File: config.mk
export PLATFORM = sky130hd
export DESIGN_NAME = uart_tx_buf_flat
export DESIGN_NICKNAME = d
export VERILOG_FILES = /design/src/rtl/uart_tx_buf_if.sv /design/src/rtl/uart_tx_buf.sv /design/src/flat_wrapper.sv
export SDC_FILE = /design/constraint.sdc
export NUM_CORES = 1
export LEC_CHECK = 0
export BUFFER_PORTS_ARGS = -buffer_cell sky130_fd_sc_hd__buf_2
export CORE_MARGIN = 2
export CORE_UTILIZATION = 52
export CTS_CLUSTER_DIAMETER = 40
export DETAILED_ROUTE_END_ITERATION = 10
export PLACE_DENSITY = 0.87
export SYNTH_ARGS = -nofsm -noshare
export SYNTH_HDL_FRONTEND = slang
export SYNTH_SLANG_ARGS = --single-unit
File: constraint.sdc
create_clock -name clk -period 1.7 [get_ports clk]
set_input_delay 0.17 -clock clk [delete_from_list [all_inputs] [get_ports clk]]
set_output_delay 0.17 -clock clk [all_outputs]
set_load 0.02 [all_outputs]
File: src/rtl/uart_tx_buf_if.sv
// Host-side bus of the UART transmitter: baud tick, byte request and status.
//
// Handshake: trmt is a one-cycle request carrying tx_data. It is accepted
// when tx_ready=1 (holding register empty), and also in the frame-end cycle
// even with the holding register full, because the held byte moves into the
// shifter that same cycle. A trmt that cannot be accepted is dropped and
// reported by a one-cycle overrun pulse. There is no back-pressure beyond
// tx_ready; the host is expected to check it before requesting.
interface uart_tx_buf_if;
    logic       brg_en;
    logic       trmt;
    logic [7:0] tx_data;
    logic       TX;
    logic       busy;
    logic       tx_ready;
    logic       tx_done;
    logic       overrun;
    logic [0:0] dbg_state;

    modport master (
        output brg_en, trmt, tx_data,
        input  TX, busy, tx_ready, tx_done, overrun, dbg_state
    );

    modport slave (
        input  brg_en, trmt, tx_data,
        output TX, busy, tx_ready, tx_done, overrun, dbg_state
    );
endinterface

File: src/rtl/uart_tx_buf.sv
// 8N1 UART transmitter with a one-deep holding register so back-to-back
// frames leave the line with no idle gap. Bit timing comes from brg_en,
// which pulses OSR times per bit period (shared with the 16x receiver).
module uart_tx_buf #(
    parameter int OSR = 16
) (
    input  logic          clk,
    input  logic          rst,
    uart_tx_buf_if.slave  bus
);
    localparam int              BW       = (OSR > 1) ? $clog2(OSR) : 1;
    localparam logic [BW-1:0]   BAUD_TOP = BW'(OSR - 1);
    localparam logic [3:0]      LAST_BIT = 4'd9;
    localparam logic [0:0]      S_IDLE   = 1'b0;
    localparam logic [0:0]      S_XMIT   = 1'b1;

    if (OSR < 2 || (OSR & (OSR - 1)) != 0) begin : g_bad_osr
        $error("uart_tx_buf: OSR must be a power of 2 and at least 2");
    end

    logic [0:0]    r_state;
    logic [9:0]    r_shift;
    logic [BW-1:0] r_baud_cnt;
    logic [3:0]    r_bit_cnt;
    logic [7:0]    r_hold;
    logic          r_hold_full;
    logic          r_tx_done;
    logic          r_overrun;

    // A bit period ends on the brg_en that finds the baud counter at zero;
    // the frame ends when that shift moves past the stop bit.
    logic w_bit_end;
    logic w_frame_end;

    assign w_bit_end   = (r_state == S_XMIT) && bus.brg_en && (r_baud_cnt == '0);
    assign w_frame_end = w_bit_end && (r_bit_cnt == LAST_BIT);

    // Frame sequencing, shifter, counters and the holding register.
    always_ff @(posedge clk) begin
        if (rst) begin
            r_state     <= S_IDLE;
            r_shift     <= '1;
            r_baud_cnt  <= '0;
            r_bit_cnt   <= '0;
            r_hold      <= '0;
            r_hold_full <= 1'b0;
            r_tx_done   <= 1'b0;
            r_overrun   <= 1'b0;
        end else begin
            r_tx_done <= 1'b0;
            r_overrun <= 1'b0;
            case (r_state)
                S_IDLE: begin
                    // brg_en has no effect here; only a request starts a frame.
                    if (bus.trmt) begin
                        r_shift    <= {1'b1, bus.tx_data, 1'b0};
                        r_baud_cnt <= BAUD_TOP;
                        r_bit_cnt  <= '0;
                        r_state    <= S_XMIT;
                    end
                end
                S_XMIT: begin
                    if (w_frame_end) begin
                        r_tx_done <= 1'b1;
                        if (r_hold_full) begin
                            // Held byte starts immediately; a request arriving
                            // now refills the holding register.
                            r_shift    <= {1'b1, r_hold, 1'b0};
                            r_baud_cnt <= BAUD_TOP;
                            r_bit_cnt  <= '0;
                            if (bus.trmt) begin
                                r_hold <= bus.tx_data;
                            end else begin
                                r_hold_full <= 1'b0;
                            end
                        end else if (bus.trmt) begin
                            // Request coincides with frame end: go straight out.
                            r_shift    <= {1'b1, bus.tx_data, 1'b0};
                            r_baud_cnt <= BAUD_TOP;
                            r_bit_cnt  <= '0;
                        end else begin
                            r_shift   <= '1;
                            r_bit_cnt <= r_bit_cnt + 4'd1;
                            r_state   <= S_IDLE;
                        end
                    end else begin
                        if (w_bit_end) begin
                            r_shift    <= {1'b1, r_shift[9:1]};
                            r_baud_cnt <= BAUD_TOP;
                            r_bit_cnt  <= r_bit_cnt + 4'd1;
                        end else if (bus.brg_en) begin
                            r_baud_cnt <= r_baud_cnt - 1'b1;
                        end
                        if (bus.trmt) begin
                            if (!r_hold_full) begin
                                r_hold      <= bus.tx_data;
                                r_hold_full <= 1'b1;
                            end else begin
                                r_overrun <= 1'b1;
                            end
                        end
                    end
                end
                default: begin
                    r_state <= S_IDLE;
                end
            endcase
        end
    end

    assign bus.TX        = r_shift[0];
    assign bus.busy      = (r_state == S_XMIT);
    assign bus.tx_ready  = ~r_hold_full;
    assign bus.tx_done   = r_tx_done;
    assign bus.overrun   = r_overrun;
    assign bus.dbg_state = r_state;
endmodule

File: src/flat_wrapper.sv
// flat-port wrapper written by rule: the top's interface ports become plain ports
module uart_tx_buf_flat 
#(
    parameter int OSR = 16
)
  (clk, rst, bus_brg_en, bus_trmt, bus_tx_data, bus_TX, bus_busy, bus_tx_ready, bus_tx_done, bus_overrun, bus_dbg_state);
  uart_tx_buf_if bus_i ();
  input  logic clk;
  input  logic rst;
  input wire logic [$bits(bus_i.brg_en)-1:0] bus_brg_en;
  input wire logic [$bits(bus_i.trmt)-1:0] bus_trmt;
  input wire logic [$bits(bus_i.tx_data)-1:0] bus_tx_data;
  output wire logic [$bits(bus_i.TX)-1:0] bus_TX;
  output wire logic [$bits(bus_i.busy)-1:0] bus_busy;
  output wire logic [$bits(bus_i.tx_ready)-1:0] bus_tx_ready;
  output wire logic [$bits(bus_i.tx_done)-1:0] bus_tx_done;
  output wire logic [$bits(bus_i.overrun)-1:0] bus_overrun;
  output wire logic [$bits(bus_i.dbg_state)-1:0] bus_dbg_state;
  assign bus_i.brg_en = bus_brg_en;
  assign bus_i.trmt = bus_trmt;
  assign bus_i.tx_data = bus_tx_data;
  assign bus_TX = bus_i.TX;
  assign bus_busy = bus_i.busy;
  assign bus_tx_ready = bus_i.tx_ready;
  assign bus_tx_done = bus_i.tx_done;
  assign bus_overrun = bus_i.overrun;
  assign bus_dbg_state = bus_i.dbg_state;
  uart_tx_buf #(.OSR(OSR)) u_core (.clk(clk), .rst(rst), .bus(bus_i));
endmodule
# Yosys cells after proc, flatten, opt, wreduce, memory -nomap -nowiden
# Index checks and enable logic that the tools add are counted.
# totals
register_bits	30
input_bits	12
out_inout_bits	6
elab_cells	62
# classes
n_addsub	2
eq_ne	7
n_mux	32
n_bitwise	3
n_reduce_logical	10
# ops
operator	count
2-to-1 mux 10 bit	4
2-to-1 mux 4 bit	10
2-to-1 mux 8 bit	5
one-hot mux 10 bit (2 select lines)	1
one-hot mux 4 bit (2 select lines)	2
2-to-1 mux 9 bit	1
2-to-1 mux 1 bit	8
inequality test 2 bit (second input constant)	3
AND reduction 5 bit	1
adder 4 x 1 -> 4 bit (second input constant)	1
equality test 4 bit (second input constant)	1
logical NOT 4 bit	1
inequality test 4 bit (second input constant)	1
AND reduction 2 bit	2
OR reduction 4 bit	1
subtractor 4 x 1 -> 4 bit (second input constant)	1
logical AND 1 bit	3
inequality test 3 bit (second input constant)	1
NOT 1 bit	3
inequality test 2 x 1 -> 1 bit (second input constant)	1
one-hot mux 1 bit (2 select lines)	1
nonzero test 2 bit	1
OR reduction 2 bit	1

# Logic depth before layout (Yosys ltp)
# depth
depth_word	5
ltp_mapped	8
mapped_depth_nobuf	6

# Worst setup path after synthesis
# No wires, ideal clock.
# synth_path
path_type	register -> register
start	reg u_core.r_baud_cnt[0]
end	reg u_core.r_bit_cnt[0]
setup_time_ns	0.065
t_arrival_ns	1.549
required_time_ns	1.635
setup_slack_ns	0.086
stages_incl_launch_ff	8
path_buffers	1
synth_period_minus_slack_ns	1.614
cell_sequence	dfxtp_1 -> inv_1 -> ha_1 -> and3_2 -> a21o_1 -> buf_2 -> mux2_2 -> nor2_1
# synth_via
elab_chain_len	5
elab_cells_between_ends	7
cone_classes	1 x eq/ne; 2 x mux; 4 x reduce/logical
# synth_rtl
element	line	text
from (decl)	uart_tx_buf.sv:23	logic [BW-1:0] r_baud_cnt;
from (signal assigned)	uart_tx_buf.sv:92	r_baud_cnt <= r_baud_cnt - 1'b1;
logical NOT 4 bit *	uart_tx_buf.sv:35	assign w_bit_end = (r_state == S_XMIT) && bus.brg_en && (r_baud_cnt == '0);
logical AND 1 bit *	uart_tx_buf.sv:35	
logical AND 1 bit	uart_tx_buf.sv:36	assign w_frame_end = w_bit_end && (r_bit_cnt == LAST_BIT);
2-to-1 mux 4 bit / inequality test 3 bit (equally long branches)	-	
one-hot mux 4 bit (2 select lines) / AND reduction 2 bit (equally long branches)	-	
to (signal assigned)	uart_tx_buf.sv:83	r_bit_cnt <= r_bit_cnt + 4'd1;
to (signal assigned)	uart_tx_buf.sv:90	r_bit_cnt <= r_bit_cnt + 4'd1;
to (decl)	uart_tx_buf.sv:24	logic [3:0] r_bit_cnt;
# Mark *: on every way between the ends. The rest lies on a longest branch, timed or not.
# A chain may end at the register's enable or synchronous reset.

# Worst setup path in the final report
# layout_path
start	reg u_core.r_baud_cnt[1]
end	reg u_core.r_shift[7]
# layout_via
elab_chain_len	5
elab_cells_between_ends	7
cone_classes	1 x eq/ne; 2 x mux; 4 x reduce/logical
# layout_rtl
element	line	text
logical NOT 4 bit *	uart_tx_buf.sv:35	
logical AND 1 bit *	uart_tx_buf.sv:35	
logical AND 1 bit	uart_tx_buf.sv:36	
2-to-1 mux 10 bit / inequality test 3 bit (equally long branches)	-	
one-hot mux 10 bit (2 select lines) / AND reduction 2 bit (equally long branches)	-	
to (signal assigned)	uart_tx_buf.sv:56	r_shift <= {1'b1, bus.tx_data, 1'b0};
to (signal assigned)	uart_tx_buf.sv:68	r_shift <= {1'b1, r_hold, 1'b0};
to (signal assigned)	uart_tx_buf.sv:78	r_shift <= {1'b1, bus.tx_data, 1'b0};
to (decl)	uart_tx_buf.sv:22	logic [9:0] r_shift;
# Marks and branches as above.

==> metrics.log <==
INFO  metric design.die.area = 3670 um^2
INFO  metric hold_depth = 3
INFO  metric n_fill_cell = ~260
INFO  metric n_antenna_cell = 0
INFO  metric tritoncts_num_sinks = 29
INFO  metric drtPass1Iterations = 4
INFO  metric dominantRegCellSynth = sky130_fd_sc_hd__dfxtp_1
INFO  metric htree_num_levels = 2
INFO  metric drc = 0
INFO  metric grt_start_max_net_pins = 30
INFO  metric clock_tree.root_cell = sky130_fd_sc_hd__clkbuf_4
INFO  metric wl_per_cell = ~16 um
INFO  metric worst_r2r_endpoint = u_core.r_shift[7]
INFO  metric floorplan.die.height = about 60 um
INFO  metric max-slew-margin-rel = about 64%
INFO  metric netlist_area = around 1700 um^2
INFO  metric crit_path_start = u_core.r_baud_cnt[1]
INFO  metric layout-area-overhead-vs-synth = 23.8%
INFO  metric intPower = 1.33 mW
INFO  metric pwr-share-clk = about 40%
INFO  metric crit_arrival = around 1900 ps
INFO  metric post_synth_main_area_contributors = sky130_fd_sc_hd__dfxtp_1 (35%), sky130_fd_sc_hd__a2111oi_2 (5.4%), sky130_fd_sc_hd__o31ai_1 (4.5%)
INFO  metric place_area = roughly 1800 um^2
INFO  metric power.combinational.fraction = approximately 20%
INFO  metric synth-seq-cells = 29
INFO  metric netSwitchingFraction = roughly 27%
INFO  metric setup-violations-final = 0
INFO  metric route.detailed.vias_per_inst = 5.99
INFO  metric result_of_the_run = completed
INFO  metric setup.worst_path.class = reg2reg
INFO  metric synth_most_common_cell = sky130_fd_sc_hd__dfxtp_1
INFO  metric power_density_cells = around 880 nW/um^2
INFO  metric drt-total-wl = 4110 um
INFO  metric worstSetupEndpointType = register
INFO  metric post_synthesis_instance_total = approximately 190
INFO  metric inserted_clock_buffers = 5
INFO  metric design.portCount = 18
INFO  metric final_weighted_congestion_in_routability_driven_placement = between 0.8 and 0.9
INFO  metric final-instance-count-excl-fill = 260
INFO  metric buffer_depth_of_the_longest_clock_path = 2
INFO  metric grt.total_usage = around a quarter
INFO  metric path_clk_slew = ~100 ps
INFO  metric yosysTopAreaCellShare = around a third
INFO  metric netlist_top_cells_count = sky130_fd_sc_hd__dfxtp_1 (29), sky130_fd_sc_hd__a21oi_1 (13), sky130_fd_sc_hd__inv_1 (12)
INFO  metric min_period_over_period = approximately 98%
INFO  metric cap_violations = 0
INFO  metric first_global_vias = approximately 1,400
INFO  metric setup_ws = between 20 and 30 ps
INFO  metric crit_required = approximately 2000 ps
INFO  metric finish.net_count = 230
INFO  metric worst_clock_skew = ~12 ps
INFO  metric numPlacedInstances = 249
INFO  metric synth_top_area_cell = sky130_fd_sc_hd__dfxtp_1
INFO  metric aggregate_global_routing_overflow = 0
INFO  metric p_switching = 494 uW
INFO  metric initial_utilization = between 50% and 60%
INFO  metric async_reset_ff_share = 0%
INFO  metric synth_fp_nets = ~200
INFO  metric hold_start = bus_tx_data[7]
INFO  metric route.vias.total = 1,557
INFO  metric detailedPlacementHpwl = between 2000 and 3000 um
INFO  metric post_route_cells_drive_above_1_share = 31.9%
INFO  metric hp-class = in2reg
INFO  metric rsz_0062_raised_after_global_routing = yes
INFO  metric max-vdd-ir-drop = between 0.7 and 0.8 mV
INFO  metric avgSynthCellArea = just under 9 um^2
INFO  metric regToRegStartpoint = u_core.r_baud_cnt[1]
INFO  metric yosysSeqAreaShare = 34.9%
INFO  metric count_of_flip_flops_with_a_built_in_enable_after_synthesis = 0
INFO  metric worst_hold_path.endpoint = u_core.r_hold[7]
INFO  metric postRouteAntennaNets = 0
INFO  metric drt_first_iter_violations = 68
INFO  metric tightest_slew = 534 ps
INFO  metric pre_cts_ws = approximately 36 ps
INFO  metric finalCriticalPeriod = ~1700 ps
INFO  metric worst_r2r_path_depth = 7
INFO  metric post-route-util = just under 70%
INFO  metric ys_warn_count = 0
INFO  metric portBuffers = 17
INFO  metric p_seq_share = approximately two fifths
INFO  metric hold_violations = 0
INFO  metric crit_fanout = 8
INFO  metric design.core.area = around 3100 um^2
INFO  metric setup.worst_path.start_class = register
INFO  metric die_w = approximately 61 um
INFO  metric insertion_delay = about 350 ps
INFO  metric stdcell_area = slightly above 2000 um^2
INFO  metric ff2ff_setup_slack = 30 ps
INFO  metric yosys.cell_types.count = ~50
INFO  metric grt_pass1_wl = ~6500 um
INFO  metric max_freq = about 600 MHz
INFO  metric static_power_due_to_leakage = around 0.76 nW
INFO  metric cts_tree = done
INFO  metric slew_violations = 0
INFO  metric num_rows = 20
INFO  metric antenna_found_initial = 0
==> cell type report <==
cell class,instances,area (um^2),area share [%]
Multi-Input combinational cell,134,1030,50.0
Sequential cell,29,583,28.3
Timing Repair Buffer,32,240,11.7
Clock inverter,3,65.1,3.16
Tap cell,44,55.1,2.67
Inverter,13,48.8,2.37
Clock buffer,5,37.5,1.82
==> power by group through the flow <==
stage | sequential [mW] | clock, mW | combinational, mW
finish | 0.749 | 0.716 | 0.355
global route | 0.755 | 0.753 | 0.383
CTS | 0.746 | 0.718 | 0.298
detailed placement | 0.762 | 0 | 0.296
global placement | 0.759 | 0 | 0.292
floorplan | 0.763 | 0 | 0.206
==> layout by cell type, fill, tap and decap left out, drive strengths merged, types with 2 or more instances in the layout <==
cell and n:
a21boi 8, or3 2, nor2 9, a31oi 7, clkbuf 6, nand4 9
inv 13, dfxtp 29, a2111oi 7, nand3 3, bufinv 2, o21ai 11
nand2 11, and2 2, nor3 12, ha 3, a311oi 2, buf 31
o31ai 11, a21oi 15, mux2 2
==> sequential cells by signal (all words and copies together) (netlist names) <==
register	flops
u_core.bus.busy	1
u_core.bus.overrun	1
u_core.r_bit_cnt	4
u_core.r_shift	9
u_core.bus.tx_done	1
u_core.r_baud_cnt	4
u_core.r_hold	8
u_core.r_hold_full	1
==> worst max-delay path by stage <==
stage                                endpoint  slack (ps)  cells past startpoint
after floorplan           u_core.r_bit_cnt[0]          90                      7
after global placement       u_core.r_hold[5]          70                      7
after detailed placement     u_core.r_hold[4]          40                      6
after CTS                    u_core.r_hold[5]          20                      6
after global routing        u_core.r_shift[5]         -40                      4
final                       u_core.r_shift[7]          30                      7
==> critical path, stage by stage, from the launching register on <==
cell	delay, ps
sky130_fd_sc_hd__dfxtp_2	340
sky130_fd_sc_hd__inv_2	60
sky130_fd_sc_hd__ha_4	150
sky130_fd_sc_hd__nand4bb_4	150
sky130_fd_sc_hd__buf_12	170
sky130_fd_sc_hd__o31ai_4	380
sky130_fd_sc_hd__nand2_1	120
sky130_fd_sc_hd__a31oi_1	200
==> logic make-up after synthesis <==
family                     share of synthesized area, %
buffers and inverters                              7.97
and+or+nand+nor                                    20.5
DFF                                                34.9
muxes                                              1.35
AOI/OAI and AO/OA                                  33.1
adders and majority gates                          2.26
==> repair_timing <==
action	CTS	global route
setup endpoints to repair	0	20
setup buffers	0	2
hold buffers	0	0
resized for setup	0	16
==> through the flow <==
step / total power [mW] / hold WS (ps) / setup TNS [ps]
after floorplan: 0.969 / 320 / 0
after global placement: 1.05 / 440 / 0
after detailed placement: 1.06 / 448 / 0
after CTS: 1.76 / 93.9 / 0
after global routing: 1.89 / 97.8 / -171
final: 1.82 / 90.2 / 0
==> routing by layer <==
layer  routed length [um]  GRT usage, %
met5                    0             0
met4                   56          8.39
met3                  327          6.18
met2                 1920          33.5
met1                 1810          34.5
No activity file was read; power rests on OpenSTA's default activity.
